==> src/rtl/pc_seq_if.sv <==
// Fetch-stage sequencer bus: control/flag inputs toward pc_seq and PC/status back.
// The master drives start/op/flags; the slave (pc_seq) returns PC and status.
interface pc_seq_if #(
  parameter int PC_W  = 8,
  parameter int OFF_W = 15,
  parameter int SEL_W = 2
);
  logic             start;
  logic [SEL_W-1:0] prog_sel;
  logic             stall;
  logic [4:0]       op;
  logic             z;
  logic             lt;
  logic [OFF_W-1:0] bamt;
  logic [PC_W-1:0]  PC;
  logic             running;
  logic             done;
  logic             err;

  modport master (
    output start, prog_sel, stall, op, z, lt, bamt,
    input  PC, running, done, err
  );

  modport slave (
    input  start, prog_sel, stall, op, z, lt, bamt,
    output PC, running, done, err
  );
endinterface

==> src/rtl/pc_seq.sv <==
// Program counter / sequencer for the fetch stage: relative branches, stalls, program entry
// selection and halt. Optional return stack enabled by defining PC_CALL_STACK_EN.
module pc_seq #(
  parameter int                       PC_W        = 8,
  parameter int                       OFF_W       = 15,
  parameter int                       NUM_PROG    = 3,
  parameter logic [NUM_PROG*PC_W-1:0] START_VEC   = {8'd44, 8'd25, 8'd0},
  parameter int                       STACK_DEPTH = 4
) (
  input  logic     clk,
  input  logic     reset,
  pc_seq_if.slave  bus
);

  localparam int SEL_W = (NUM_PROG > 1) ? $clog2(NUM_PROG) : 1;

  localparam logic [4:0] OP_NOP  = 5'd0;
  localparam logic [4:0] OP_BA   = 5'd1;
  localparam logic [4:0] OP_BL   = 5'd2;
  localparam logic [4:0] OP_BG   = 5'd3;
  localparam logic [4:0] OP_BE   = 5'd4;
  localparam logic [4:0] OP_HALT = 5'd5;
  localparam logic [4:0] OP_CALL = 5'd6;
  localparam logic [4:0] OP_RET  = 5'd7;

  localparam logic [1:0] ST_IDLE   = 2'd0;
  localparam logic [1:0] ST_RUN    = 2'd1;
  localparam logic [1:0] ST_HALTED = 2'd2;

  logic [1:0]      state_reg, state_next;
  logic [PC_W-1:0] pc_reg, pc_next;
  logic [PC_W-1:0] pc_inc, pc_rel, off_pc, start_pc;
  logic            taken;

  // Entry-point table; an out-of-range prog_sel matches nothing and falls back to entry 0.
  logic [PC_W-1:0]     entry_pc [NUM_PROG];
  logic [NUM_PROG-1:0] entry_hit;

  for (genvar gi = 0; gi < NUM_PROG; gi++) begin : g_entry
    assign entry_pc[gi]  = START_VEC[gi*PC_W +: PC_W];
    assign entry_hit[gi] = (bus.prog_sel == SEL_W'(gi));
  end

  always_comb begin
    start_pc = entry_pc[0];
    for (int i = 1; i < NUM_PROG; i++) begin
      if (entry_hit[i]) start_pc = entry_pc[i];
    end
  end

  // Offset is sign-extended (or truncated) to PC width so the add wraps modulo 2**PC_W.
  if (OFF_W >= PC_W) begin : g_off_trunc
    assign off_pc = bus.bamt[PC_W-1:0];
  end else begin : g_off_sext
    assign off_pc = {{(PC_W-OFF_W){bus.bamt[OFF_W-1]}}, bus.bamt};
  end

  assign pc_inc = pc_reg + PC_W'(1);
  assign pc_rel = pc_reg + off_pc;

  assign taken = (bus.op == OP_BA)
              | (bus.lt  & (bus.op == OP_BL))
              | (!bus.lt & (bus.op == OP_BG))
              | (bus.z   & (bus.op == OP_BE));

`ifdef PC_CALL_STACK_EN
  localparam int SP_W  = $clog2(STACK_DEPTH + 1);
  localparam int IDX_W = (STACK_DEPTH > 1) ? $clog2(STACK_DEPTH) : 1;

  logic [PC_W-1:0] stack_mem [STACK_DEPTH];
  logic [SP_W-1:0] sp_reg, sp_next, sp_dec;
  logic            err_reg, err_next;
  logic            push;

  assign sp_dec = sp_reg - SP_W'(1);

  // Small LIFO kept in registers: RET needs the top entry in the same cycle.
  always_ff @(posedge clk) begin
    if (push) stack_mem[sp_reg[IDX_W-1:0]] <= pc_inc;
  end
`endif

  always_comb begin
    state_next = state_reg;
    pc_next    = pc_reg;
`ifdef PC_CALL_STACK_EN
    sp_next    = sp_reg;
    err_next   = err_reg;
    push       = 1'b0;
`endif
    case (state_reg)
      ST_IDLE, ST_HALTED: begin
        if (bus.start) begin
          state_next = ST_RUN;
          pc_next    = start_pc;
`ifdef PC_CALL_STACK_EN
          sp_next    = '0;
`endif
        end
      end
      ST_RUN: begin
        if (!bus.stall) begin
          case (bus.op)
            OP_HALT: state_next = ST_HALTED;
`ifdef PC_CALL_STACK_EN
            OP_CALL: begin
              pc_next = pc_rel;
              if (sp_reg < SP_W'(STACK_DEPTH)) begin
                push    = 1'b1;
                sp_next = sp_reg + SP_W'(1);
              end else begin
                err_next = 1'b1;
              end
            end
            OP_RET: begin
              if (sp_reg != '0) begin
                pc_next = stack_mem[sp_dec[IDX_W-1:0]];
                sp_next = sp_dec;
              end else begin
                pc_next  = pc_inc;
                err_next = 1'b1;
              end
            end
`endif
            default: pc_next = taken ? pc_rel : pc_inc;
          endcase
        end
      end
      default: state_next = ST_IDLE;
    endcase
  end

  always_ff @(posedge clk) begin
    if (reset) begin
      state_reg <= ST_IDLE;
      pc_reg    <= '0;
`ifdef PC_CALL_STACK_EN
      sp_reg    <= '0;
      err_reg   <= 1'b0;
`endif
    end else begin
      state_reg <= state_next;
      pc_reg    <= pc_next;
`ifdef PC_CALL_STACK_EN
      sp_reg    <= sp_next;
      err_reg   <= err_next;
`endif
    end
  end

  assign bus.PC      = pc_reg;
  assign bus.running = (state_reg == ST_RUN);
  assign bus.done    = (state_reg == ST_HALTED);
`ifdef PC_CALL_STACK_EN
  assign bus.err     = err_reg;
`else
  assign bus.err     = 1'b0;
`endif

endmodule

==> src/flat_wrapper.sv <==
// flat-port wrapper written by rule: the top's interface ports become plain ports
module pc_seq_flat 
#(
  parameter int                       PC_W        = 8,
  parameter int                       OFF_W       = 15,
  parameter int                       NUM_PROG    = 3,
  parameter logic [NUM_PROG*PC_W-1:0] START_VEC   = {8'd44, 8'd25, 8'd0},
  parameter int                       STACK_DEPTH = 4
)
  (clk, reset, bus_start, bus_prog_sel, bus_stall, bus_op, bus_z, bus_lt, bus_bamt, bus_PC, bus_running, bus_done, bus_err);
  pc_seq_if #(.PC_W(PC_W), .OFF_W(OFF_W), .SEL_W(2)) bus_i ();
  input  logic clk;
  input  logic reset;
  input wire logic [$bits(bus_i.start)-1:0] bus_start;
  input wire logic [$bits(bus_i.prog_sel)-1:0] bus_prog_sel;
  input wire logic [$bits(bus_i.stall)-1:0] bus_stall;
  input wire logic [$bits(bus_i.op)-1:0] bus_op;
  input wire logic [$bits(bus_i.z)-1:0] bus_z;
  input wire logic [$bits(bus_i.lt)-1:0] bus_lt;
  input wire logic [$bits(bus_i.bamt)-1:0] bus_bamt;
  output wire logic [$bits(bus_i.PC)-1:0] bus_PC;
  output wire logic [$bits(bus_i.running)-1:0] bus_running;
  output wire logic [$bits(bus_i.done)-1:0] bus_done;
  output wire logic [$bits(bus_i.err)-1:0] bus_err;
  assign bus_i.start = bus_start;
  assign bus_i.prog_sel = bus_prog_sel;
  assign bus_i.stall = bus_stall;
  assign bus_i.op = bus_op;
  assign bus_i.z = bus_z;
  assign bus_i.lt = bus_lt;
  assign bus_i.bamt = bus_bamt;
  assign bus_PC = bus_i.PC;
  assign bus_running = bus_i.running;
  assign bus_done = bus_i.done;
  assign bus_err = bus_i.err;
  pc_seq #(.PC_W(PC_W), .OFF_W(OFF_W), .NUM_PROG(NUM_PROG), .START_VEC(START_VEC), .STACK_DEPTH(STACK_DEPTH)) u_core (.clk(clk), .reset(reset), .bus(bus_i));
endmodule
==> config.mk <==
export PLATFORM = sky130hd
export DESIGN_NAME = pc_seq_flat
export DESIGN_NICKNAME = d
export VERILOG_FILES = /design/src/rtl/pc_seq_if.sv /design/src/rtl/pc_seq.sv /design/src/flat_wrapper.sv
export SDC_FILE = /design/constraint.sdc
export NUM_CORES = 1
export LEC_CHECK = 0
export BUFFER_PORTS_ARGS = -buffer_cell sky130_fd_sc_hd__buf_2
export CORE_UTILIZATION = 45
export DETAILED_ROUTE_END_ITERATION = 7
export GPL_TIMING_DRIVEN = 0
export PLACE_DENSITY = 0.76
export SLEW_MARGIN = 20
export SYNTH_ARGS = -nofsm -noshare
export SYNTH_HDL_FRONTEND = slang
export SYNTH_SLANG_ARGS = --single-unit
==> constraint.sdc <==
create_clock -name clk -period 4.6 [get_ports clk]
set_input_delay 0.92 -clock clk [delete_from_list [all_inputs] [get_ports clk]]
set_output_delay 0.92 -clock clk [all_outputs]
set_load 0.03 [all_outputs]
==> impl_metrics.env <==
export IMPL_drt_wl_total_mm=2.172
export IMPL_cts_path_max_buffers=2
export IMPL_num_antenna_cells=0
export IMPL_peakVddDrop_uv=189.6
export IMPL_netlist_top_cells_area="dfxtp_1 22%, ha_1 13%, nor2_1 8.8%, xnor2_1 5.9%, a21oi_1 5.0%"
export IMPL_postCtsSetupBuffers=0
export IMPL_final_util_pct=61.88
export IMPL_hp_class="flip-flop to flip-flop"
export IMPL_syn_inst=112
export IMPL_final_cells=171
export IMPL_synth_top_area_cell="dfxtp_1"
export IMPL_yosysTopAreaCellShare_pct=22.32
export IMPL_first_global_vias=866
export IMPL_max_cap_viol_count=0
export IMPL_ys_warn_count=0
export IMPL_clk_pin_slew_ns=0.07
export IMPL_largest_register_ffs=8
export IMPL_seq_area_sq_um=200.2
export IMPL_rows=15
export IMPL_seq_area_frac_synth_pct=22.32
export IMPL_startpoint_type="primary input"
export IMPL_cts_buffers=3
export IMPL_fp_dieArea_sq_um=2176
export IMPL_drc_errors=0
export IMPL_tns_ns=0
export IMPL_rsz0062_at_grt="false"
export IMPL_syn_to_final_growth_pct=24.27
export IMPL_cp_arrival_ns=3.63
export IMPL_cp_max_fo=7
export IMPL_synth_nets=150
export IMPL_postRouteAntennaNets=0
export IMPL_port_buffers=30
export IMPL_r2r_slack_ns=2.58
export IMPL_crit_type="primary input to flip-flop"
export IMPL_placed_cells=167
export IMPL_tightest_slew_ns=0.5294
export IMPL_clkSinkCount=10
export IMPL_finClkSkew_ns=0.005452
export IMPL_fillCellCount=187
export IMPL_dieWidth_um=46.65
export IMPL_setup_ws_ns=1.162
export IMPL_routabilityCongestion=0.8505
export IMPL_power_per_cell_area_nw_per_um2=250.4
export IMPL_synth_seq_cells=10
export IMPL_power_static_leakage_nw=0.5640
export IMPL_dr_first_iter_drc_count=16
export IMPL_cts_root_buf="clkbuf_4"
export IMPL_finalCritPeriodShare_pct=74.74
export IMPL_status="finished, final reports clean"
export IMPL_track_usage_pct=22.79
export IMPL_grt_pass1_wl_mm=3.477
export IMPL_relSlewSlack_pct=64.47
export IMPL_final_max_slew_viol_count=0
export IMPL_dp_hpwl_mm=1.770
export IMPL_fin_crit_ns=3.438
export IMPL_grt_overflow=0
export IMPL_wl_per_cell_um=12.70
export IMPL_viasPerCell=5.292
export IMPL_io_pins=39
export IMPL_grt_max_degree=11
export IMPL_cts_resized=0
export IMPL_htreeDepth=1
export IMPL_finish_net_count=185
export IMPL_required_ns=4.79
export IMPL_antenna_found_initial=0
export IMPL_end_kind="flip-flop"
export IMPL_initial_core_util_pct=49.79
export IMPL_setup_viol=0
export IMPL_worstSkewPairLatency_ns=0.28
export IMPL_multiInputGateArea_sq_um=639.4
export IMPL_dp_worst_setup_slack_ns=0.9158
export IMPL_ys_types=35
export IMPL_cts_tree="done"
export IMPL_dieHeight_um=46.65
export IMPL_via_count=905
export IMPL_postSynthAreaPerCell_sq_um=8.010
export IMPL_timing_hold_ws_ns=0.5255
export IMPL_layout_drive_gt1_share_pct=32.19
export IMPL_max_freq_mhz=290.9
export IMPL_drtPass1Iterations=4
export IMPL_syn_area_sq_um=897.1
export IMPL_cts_hold_buf=0
export IMPL_finalHoldViolCount=0
export IMPL_core_sq_um=1802
[final cells by class]
| class | count | share of cell area [%] |
|---|---|---|
| Buffer | 3 | 1.459 |
| Clock buffer | 4 | 3.255 |
| Inverter | 11 | 3.704 |
| Multi-Input combinational cell | 88 | 57.35 |
| Sequential cell | 10 | 17.96 |
| Tap cell | 25 | 2.806 |
| Timing Repair Buffer | 30 | 13.47 |
[final timing paths]
| check | from | end | depth (start not counted) |
|---|---|---|---|
| setup / recovery | bus_op[0] | u_core.bus.PC[4] | 12 |
| hold / removal | u_core.bus.PC[4] | u_core.bus.PC[4] | 2 |
| setup reg to reg | u_core.bus.PC[0] | u_core.bus.PC[4] | 7 |
| hold reg to reg | u_core.bus.PC[4] | u_core.bus.PC[4] | 2 |
[routing by layer]
layer / part of all wire (%) / GRT usage, %
met1: 41 / 25.12
met5: 0 / 0
met2: 53 / 41.67
met4: 0.83 / 9.143
met3: 5.1 / 4.706
[synthesized netlist by cell type]
| cell type | count |
|---|---|
| or2_2 | 1 |
| buf_2 | 1 |
| a21oi_1 | 9 |
| nand2_1 | 2 |
| inv_1 | 11 |
| a21o_1 | 1 |
| clkbuf_1 | 1 |
| and2b_2 | 1 |
| o32ai_1 | 1 |
| o21ai_1 | 1 |
| a2bb2oi_2 | 1 |
| fa_1 | 1 |
| mux2i_1 | 4 |
| buf_4 | 1 |
| o21ai_0 | 4 |
| xnor2_1 | 6 |
| nand3_1 | 1 |
| nor2_2 | 1 |
| a21oi_2 | 2 |
| a211oi_1 | 3 |
| o211ai_1 | 2 |
| o21a_1 | 2 |
| dfxtp_1 | 10 |
| nand4b_2 | 1 |
| nor2b_1 | 2 |
| a22oi_1 | 2 |
| ha_1 | 9 |
| conb_1 | 1 |
| a21oi_4 | 1 |
| a211oi_2 | 1 |
| o211ai_2 | 1 |
| a21o_2 | 1 |
| nand2b_1 | 3 |
| nor2_1 | 21 |
| nand3b_1 | 2 |
[kinds of logic (layout without fill, tap and decap cells)]
kind of cell | after synthesis | in the layout | synth area share, %
mux | 4 | 4 | 4.463
fa+ha+maj | 10 | 10 | 14.78
compound gates | 32 | 32 | 26.36
buf+inv | 14 | 48 | 6.415
simple gates | 35 | 35 | 19.39
xor+xnor | 6 | 6 | 5.858
flops | 10 | 10 | 22.31
other cells | 1 | 1 | 0.4180
[through the flow]
step	total power, mW	cell area [sq um]
6_report	0.2791	1115
5_1_grt	0.2935	1115
3_3_place_gp	0.1917	1079
3_5_place_dp	0.1955	1079
2_1_floorplan	0.1666	897.1
4_1_cts	0.2806	1115
[critical path, cell delays in order]
cell      delay, ns
buf_2          0.12
nand3b_1       0.15
a21oi_1        0.26
o21ai_1        0.23
or2_2          0.34
ha_1           0.24
fa_1           0.44
a21o_2         0.21
a21oi_1        0.23
xnor2_1        0.15
mux2i_1        0.11
a211oi_1       0.22
[placed cells by master (no fill, tap or decap), types with 3 or more instances in the layout]
cell type,count
inv_1,11
clkbuf_4,3
buf_2,31
a211oi_1,3
mux2i_1,4
nand2b_1,3
o21ai_0,4
a21oi_1,9
ha_1,9
xnor2_1,6
nor2_1,21
dfxtp_1,10
[report_power, final]
group	switching, mW	internal (mW)	leakage [nW]
clock network	0.0369	0.0482	0.0210
registers	0.00564	0.0938	0.0819
logic	0.0572	0.0374	0.461
total	0.0997	0.179	0.564
No activity file was read; power rests on OpenSTA's default activity.
